`src/rtl/alu_pkg.sv`:
```
// Shared opcode and FSM definitions for the multi-cycle ALU.
package alu_pkg;

  localparam logic [3:0] OP_ADD   = 4'b0010;
  localparam logic [3:0] OP_SUB   = 4'b0110;
  localparam logic [3:0] OP_AND   = 4'b0000;
  localparam logic [3:0] OP_OR    = 4'b0001;
  localparam logic [3:0] OP_SLT   = 4'b0111;
  localparam logic [3:0] OP_NOR   = 4'b1100;
  localparam logic [3:0] OP_MULTU = 4'b1000;
  localparam logic [3:0] OP_DIVU  = 4'b1001;

  typedef enum logic [1:0] {
    S_IDLE = 2'd0,
    S_RUN  = 2'd1,
    S_DONE = 2'd2
  } state_t;

endpackage

```
`src/rtl/muldiv_iter.sv`:
```
// Iterative unsigned multiply (shift-add) / divide (restoring), one bit per step.
// hi/lo hold the partial product or the remainder/quotient pair.
module muldiv_iter #(
  parameter int WIDTH = 32
) (
  input  logic             clk,
  input  logic             load,
  input  logic             mode,
  input  logic             step,
  input  logic [WIDTH-1:0] a,
  input  logic [WIDTH-1:0] b,
  output logic [WIDTH-1:0] hi,
  output logic [WIDTH-1:0] lo
);

  logic [WIDTH-1:0] m;
  logic [WIDTH:0]   sum;
  logic [WIDTH:0]   shifted;
  logic [WIDTH:0]   diff;

  always_comb begin
    sum     = {1'b0, hi} + (lo[0] ? {1'b0, m} : '0);
    shifted = {hi, lo[WIDTH-1]};
    diff    = shifted - {1'b0, m};
  end

  // diff[WIDTH] set means the trial subtraction went negative: restore
  always_ff @(posedge clk) begin
    if (load) begin
      hi <= '0;
      lo <= a;
      m  <= b;
    end else if (step) begin
      if (!mode) begin
        hi <= sum[WIDTH:1];
        lo <= {sum[0], lo[WIDTH-1:1]};
      end else if (!diff[WIDTH]) begin
        hi <= diff[WIDTH-1:0];
        lo <= {lo[WIDTH-2:0], 1'b1};
      end else begin
        hi <= shifted[WIDTH-1:0];
        lo <= {lo[WIDTH-2:0], 1'b0};
      end
    end
  end

endmodule

```
`src/rtl/alu_mc.sv`:
```
// Multi-cycle MIPS ALU: single-cycle logic/arith ops plus iterative multu/divu
// behind a start/busy/done handshake. Results are registered and held.
module alu_mc
  import alu_pkg::*;
#(
  parameter int WIDTH = 32
) (
  input  logic             clk,
  input  logic             reset,
  input  logic             start,
  input  logic [3:0]       aluCtr,
  input  logic [WIDTH-1:0] input1,
  input  logic [WIDTH-1:0] input2,
  output logic             busy,
  output logic             done,
  output logic [WIDTH-1:0] aluRes,
  output logic [WIDTH-1:0] hi,
  output logic             zero,
  output logic             overflow
);

  localparam int CW = $clog2(WIDTH);
  localparam logic [CW-1:0] CNT_LAST = CW'(WIDTH - 1);

  function automatic logic add_ovf(input logic sa, input logic sb, input logic sr);
    return (sa == sb) && (sr != sa);
  endfunction

  state_t           state, state_nx;
  logic [CW-1:0]    cnt;
  logic             accept;
  logic             iterative;
  logic [3:0]       op_p0;
  logic [WIDTH-1:0] a_p0, b_p0;
  logic signed [WIDTH-1:0] sa_p0, sb_p0;
  logic [WIDTH-1:0] sum_p0, dif_p0;
  logic [WIDTH-1:0] md_hi, md_lo;
  logic [WIDTH-1:0] res_lo, res_hi;
  logic             res_ovf;

  assign accept    = start && (state == S_IDLE);
  assign iterative = (aluCtr == OP_MULTU) || ((aluCtr == OP_DIVU) && (input2 != '0));
  assign busy      = (state != S_IDLE) || done;

  always_ff @(posedge clk or posedge reset) begin
    if (reset) state <= S_IDLE;
    else       state <= state_nx;
  end

  always_comb begin
    state_nx = state;
    case (state)
      S_IDLE:  if (accept) state_nx = iterative ? S_RUN : S_DONE;
      S_RUN:   if (cnt == CNT_LAST) state_nx = S_DONE;
      S_DONE:  state_nx = S_IDLE;
      default: state_nx = S_IDLE;
    endcase
  end

  always_ff @(posedge clk or posedge reset) begin
    if (reset)                                   cnt <= '0;
    else if (state == S_RUN && cnt != CNT_LAST)  cnt <= cnt + CW'(1);
    else                                         cnt <= '0;
  end

  // Stage p0: operands and opcode captured at acceptance
  always_ff @(posedge clk) begin
    if (accept) begin
      op_p0 <= aluCtr;
      a_p0  <= input1;
      b_p0  <= input2;
    end
  end

  muldiv_iter #(.WIDTH(WIDTH)) u_md (
    .clk  (clk),
    .load (accept),
    .mode (op_p0 == OP_DIVU),
    .step (state == S_RUN),
    .a    (input1),
    .b    (input2),
    .hi   (md_hi),
    .lo   (md_lo)
  );

  assign sa_p0  = a_p0;
  assign sb_p0  = b_p0;
  assign sum_p0 = a_p0 + b_p0;
  assign dif_p0 = a_p0 - b_p0;

  always_comb begin
    res_lo  = '0;
    res_hi  = '0;
    res_ovf = 1'b0;
    case (op_p0)
      OP_ADD: begin
        res_lo  = sum_p0;
        res_ovf = add_ovf(a_p0[WIDTH-1], b_p0[WIDTH-1], sum_p0[WIDTH-1]);
      end
      OP_SUB: begin
        res_lo  = dif_p0;
        res_ovf = add_ovf(a_p0[WIDTH-1], ~b_p0[WIDTH-1], dif_p0[WIDTH-1]);
      end
      OP_AND:   res_lo = a_p0 & b_p0;
      OP_OR:    res_lo = a_p0 | b_p0;
      OP_NOR:   res_lo = ~(a_p0 | b_p0);
      OP_SLT:   res_lo = {{(WIDTH-1){1'b0}}, (sa_p0 < sb_p0)};
      OP_MULTU: begin
        res_lo = md_lo;
        res_hi = md_hi;
      end
      OP_DIVU: begin
        if (b_p0 == '0) begin
          res_lo = '1;
          res_hi = a_p0;
        end else begin
          res_lo = md_lo;
          res_hi = md_hi;
        end
      end
      default: ;
    endcase
  end

  // Stage p1: registered results, updated only on completion
  always_ff @(posedge clk or posedge reset) begin
    if (reset) begin
      done     <= 1'b0;
      aluRes   <= '0;
      hi       <= '0;
      zero     <= 1'b1;
      overflow <= 1'b0;
    end else begin
      done <= (state == S_DONE);
      if (state == S_DONE) begin
        aluRes   <= res_lo;
        hi       <= res_hi;
        zero     <= (res_lo == '0);
        overflow <= res_ovf;
      end
    end
  end

endmodule

```
`config.mk`:
```
export PLATFORM = sky130hd
export DESIGN_NAME = alu_mc
export DESIGN_NICKNAME = d
export VERILOG_FILES = /design/src/rtl/alu_pkg.sv /design/src/rtl/muldiv_iter.sv /design/src/rtl/alu_mc.sv
export SDC_FILE = /design/constraint.sdc
export NUM_CORES = 1
export LEC_CHECK = 0
export BUFFER_PORTS_ARGS = -buffer_cell sky130_fd_sc_hd__buf_2
export CORE_ASPECT_RATIO = 0.6
export CORE_MARGIN = 2
export CORE_UTILIZATION = 45
export CTS_CLUSTER_SIZE = 30
export DETAILED_ROUTE_END_ITERATION = 12
export GPL_TIMING_DRIVEN = 0
export HOLD_SLACK_MARGIN = 0.1
export SYNTH_ARGS = -nofsm -noshare
export SYNTH_HDL_FRONTEND = slang
export SYNTH_SLANG_ARGS = --single-unit
```
`constraint.sdc`:
```
create_clock -name clk -period 5.5 [get_ports clk]
set_clock_uncertainty 0.15 [all_clocks]
set_input_delay 0.55 -clock clk [delete_from_list [all_inputs] [get_ports clk]]
set_output_delay 0.55 -clock clk [all_outputs]
set_load 0.01 [all_outputs]
```
==> impl_results.md <==
* Status: finished with violations
* Failing checks: max-capacitance violations, max-slew violations
* Share of cells above drive strength 1 at 0.1063
* Clock buffer depth at 3
* Flops & latches, synth at 206
* Mean Syn Cell Area at 8.316 sq um
* CTS tree: done
* Worst setup path endpoint: u_md.lo[0]
* Critical path data required time at 5.64 ns
* Post-DRT Antenna Nets at 0
* Worst R2R Start: u_md.m[0]
* Hold_ws at 0.2338 ns
* Register area share after synthesis at 0.3164
* Initial Util at 0.4590
* Max-cap viol count at 1
* Root Driver: clkbuf_16
* Period Utilization, post-route at 0.9858
* Filler cell count at 3,659
* Gate Count Post-Synth at 2,089
* Max Slew Vio Count at 9
* Relative slew slack at -0.06930
* Nets@finish at 2,569
* Peak Freq at 184.4 MHz
* HP Class: in2reg
* GR Overflow Total at 0
* Clock power frac at 0.216
* Reg2Reg Depth at 16
* Crit-path max FO at 10
* IO Pins at 139
* Routed via count at 17,870
* Cell Int Power at 4.549 mW
* RR Endpoint: u_md.lo[0]
* Vias per Instance at 6.251
* WL/cell at 24.98 microns
* Top FF cell, synth: edfxtp_1
* DIE AREA at 40,250 sq um
* First-pass GRT wire length at 103,400 microns
* Library cells used by synthesis at 92
* Ranking of synthesized cells by area: edfxtp_1 17%, ha_1 12%, dfrtp_1 11%
* Placed inst area at 18,770 sq um
* Area Overhead vs Synth at 16.98%
* Worst-margin pin slew at 1.592 ns
* Syn Std Cell Area at 17,370 sq um
* Antenna violations before repair at 2
* Async set-reset flop share out of synthesis at 0.3592
* Most frequent cells in the layout: 238 x nor2_1, 197 x nand2_1, 169 x ha_1
* RSZ-0062 raised after global routing: false
* NetSw at 3.595 mW
* Sequential share of power at 0.305
* Crit path kind: reg2reg
* H-Tree Depth at 1
* Rows at 55
* Final WL at 71,400 microns
* Die Y at 156.2 microns
* Share of the synthesized area in the top cell type at 0.1728
* Post-synth EDFFs at 100
* Min Tclk post-route at 5.422 ns
* Synth warn at 0
* RD Place Congestion at 0.9937
* Net Sw Frac at 0.4414
* Worst Setup End Kind: flip-flop
* Post-route setup slack at 0.07792 ns
* Hold Fails Final Rpt at 0
* Sequential cell area at 5497 sq um
* CTS clk-pin slew, worst paths at 0.07 ns
* PwrDens at 400.7 nW/um^2
* Reg2Reg Setup Slack at 0.08 ns
* Iteration-0 DRC Markers at 2,226
* Port bufs at 138
* Post-Syn Nets at 2,333
* GR Util All Layers at 0.3448
* Skew-Pair Late Insertion Delay at 0.55 ns
* Clk sinks at 206
* Critical Path Start Type: flip-flop
* Worst vdd ir at 0.2531 mV
* Residual DRC at 0
* Final design utilization at 0.5370
* Most common cell after layout, fill and taps aside: nor2_1
* Largest net degree at the start of global routing at 55
* TritonCTS buffer count at 24
* Vias in the first global route at 16,130
* Pre-CTS WS at 0.09354 ns
* Worst EP arrival at 5.56 ns
* Area leader, netlist: edfxtp_1
* DP HPWL at 57,210 microns
* Crit path from: u_md.m[0]
* LEAKAGE at 8.747 nW
* Final Cell Area at 20,320 sq um
* Multi-input gate area at 10,980 sq um
* Drt pass-1 iters at 7
* Core ar. at 37,850 sq um
* Die width at 257.7 microns
* # setup viols final at 0
* Combinational share of power at 0.479
## power by group through the flow
| stage | Combinational, mW | Sequential, mW | Clock, mW |
|---|---|---|---|
| global placement | 3.68 | 2.51 | 0 |
| CTS | 3.78 | 2.48 | 1.76 |
| detailed placement | 3.73 | 2.51 | 0 |
| global route | 4.27 | 2.53 | 1.81 |
| finish | 3.90 | 2.49 | 1.76 |
| floorplan | 2.50 | 2.48 | 0 |
## cells in the mapped netlist (all sizes together), types with 18 or more instances
library cell / count
nor2b: 20
inv: 115
xor2: 25
nand4: 18
a31oi: 62
nor4: 24
edfxtp: 100
nand2: 198
o21bai: 21
nor3: 45
nor2: 239
a21o: 45
o211ai: 21
o2111ai: 19
clkbuf: 91
nand2b: 23
a221oi: 44
o21ai: 130
buf: 28
a211oi: 28
a21oi: 158
and2: 44
nand3: 27
dfrtp: 73
xnor2: 41
a22oi: 28
dfxtp: 32
ha: 169
## what timing repair did
| action | CTS | global route |
|---|---|---|
| gates resized for setup | 0 | 5 |
| endpoints found under the hold margin | 90 | 1 |
| setup buffers | 0 | 2 |
| hold buffers | 67 | 1 |
| endpoints found under the setup margin | 0 | 33 |
## registers in the layout, summed over array words and instances, names as in the netlist
| register | cells |
|---|---|
| a_p0 | 32 |
| aluRes | 32 |
| hi | 32 |
| u_md.hi | 32 |
| u_md.lo | 32 |
| u_md.m | 32 |
| cnt | 5 |
| op_p0 | 4 |
| state | 2 |
| done | 1 |
| overflow | 1 |
| zero | 1 |
## critical path: stages (launching register included)
cell      delay [ns]
edfxtp_1        0.56
ha_1            0.32
fa_1            0.41
nand2b_1        0.18
a21oi_1         0.27
o21ai_0         0.24
o2111a_1        0.34
o21ai_1         0.27
a21oi_1         0.17
o21a_1          0.29
mux2_2          0.32
nor2_2          0.48
buf_2           0.47
buf_2           0.36
nor2_1          0.09
a21oi_1         0.15
o21ai_1         0.08
## metrics by stage
step                      setup TNS, ns  power, mW  instances
after floorplan                       0      4.977       2089
after global placement           -20.12      6.192       2740
after detailed placement              0      6.241       2742
after CTS                             0      8.026       2853
after global routing                  0      8.612       2856
final                                 0      8.144       2858
## layer usage
layer,track usage,up-vias,part of all wire
met1,0.5193,8633,0.46
met4,0.08478,0,0.021
met3,0.09617,89,0.12
met5,0,-,0
met2,0.4782,937,0.40
li1,-,8206,-
## cell families (layout without fill, tap and decap cells)
group                      Yosys count  in the layout  synth area share
muxes                               17             17           0.01023
buffers and inverters              234            488           0.05308
DFF                                206            206            0.3164
xor gates and xnor gates            66             66           0.03327
other                                0              2                 0
AOI/OAI and AO/OA                  699            699            0.2731
and+or+nand+nor                    694            694            0.1876
adders and majority gates          173            173            0.1263
## worst min path at each step
stage                          start  slack (ns)          to  depth (start not counted)
after floorplan               cnt[0]        0.29      cnt[0]                          1
after global placement     aluRes[2]        0.30   aluRes[2]                          2
after detailed placement   aluRes[3]        0.31   aluRes[3]                          2
after CTS                 input2[13]        0.10  u_md.m[13]                          1
after global routing      input2[22]        0.21  u_md.m[22]                          1
final                     input2[22]        0.23  u_md.m[22]                          1
## area by class of cell
type                       count  area share
multi-input combinational   1649      0.5402
sequential                   206      0.2705
timing repair buffer         210     0.07092
clock buffer                  30     0.03220
tap                          513     0.03158
buffer                       119     0.02407
inverter                     115     0.02161
clock inverter                14    0.008681
antenna                        2   0.0002463
Power figures use the tool's default switching activity.
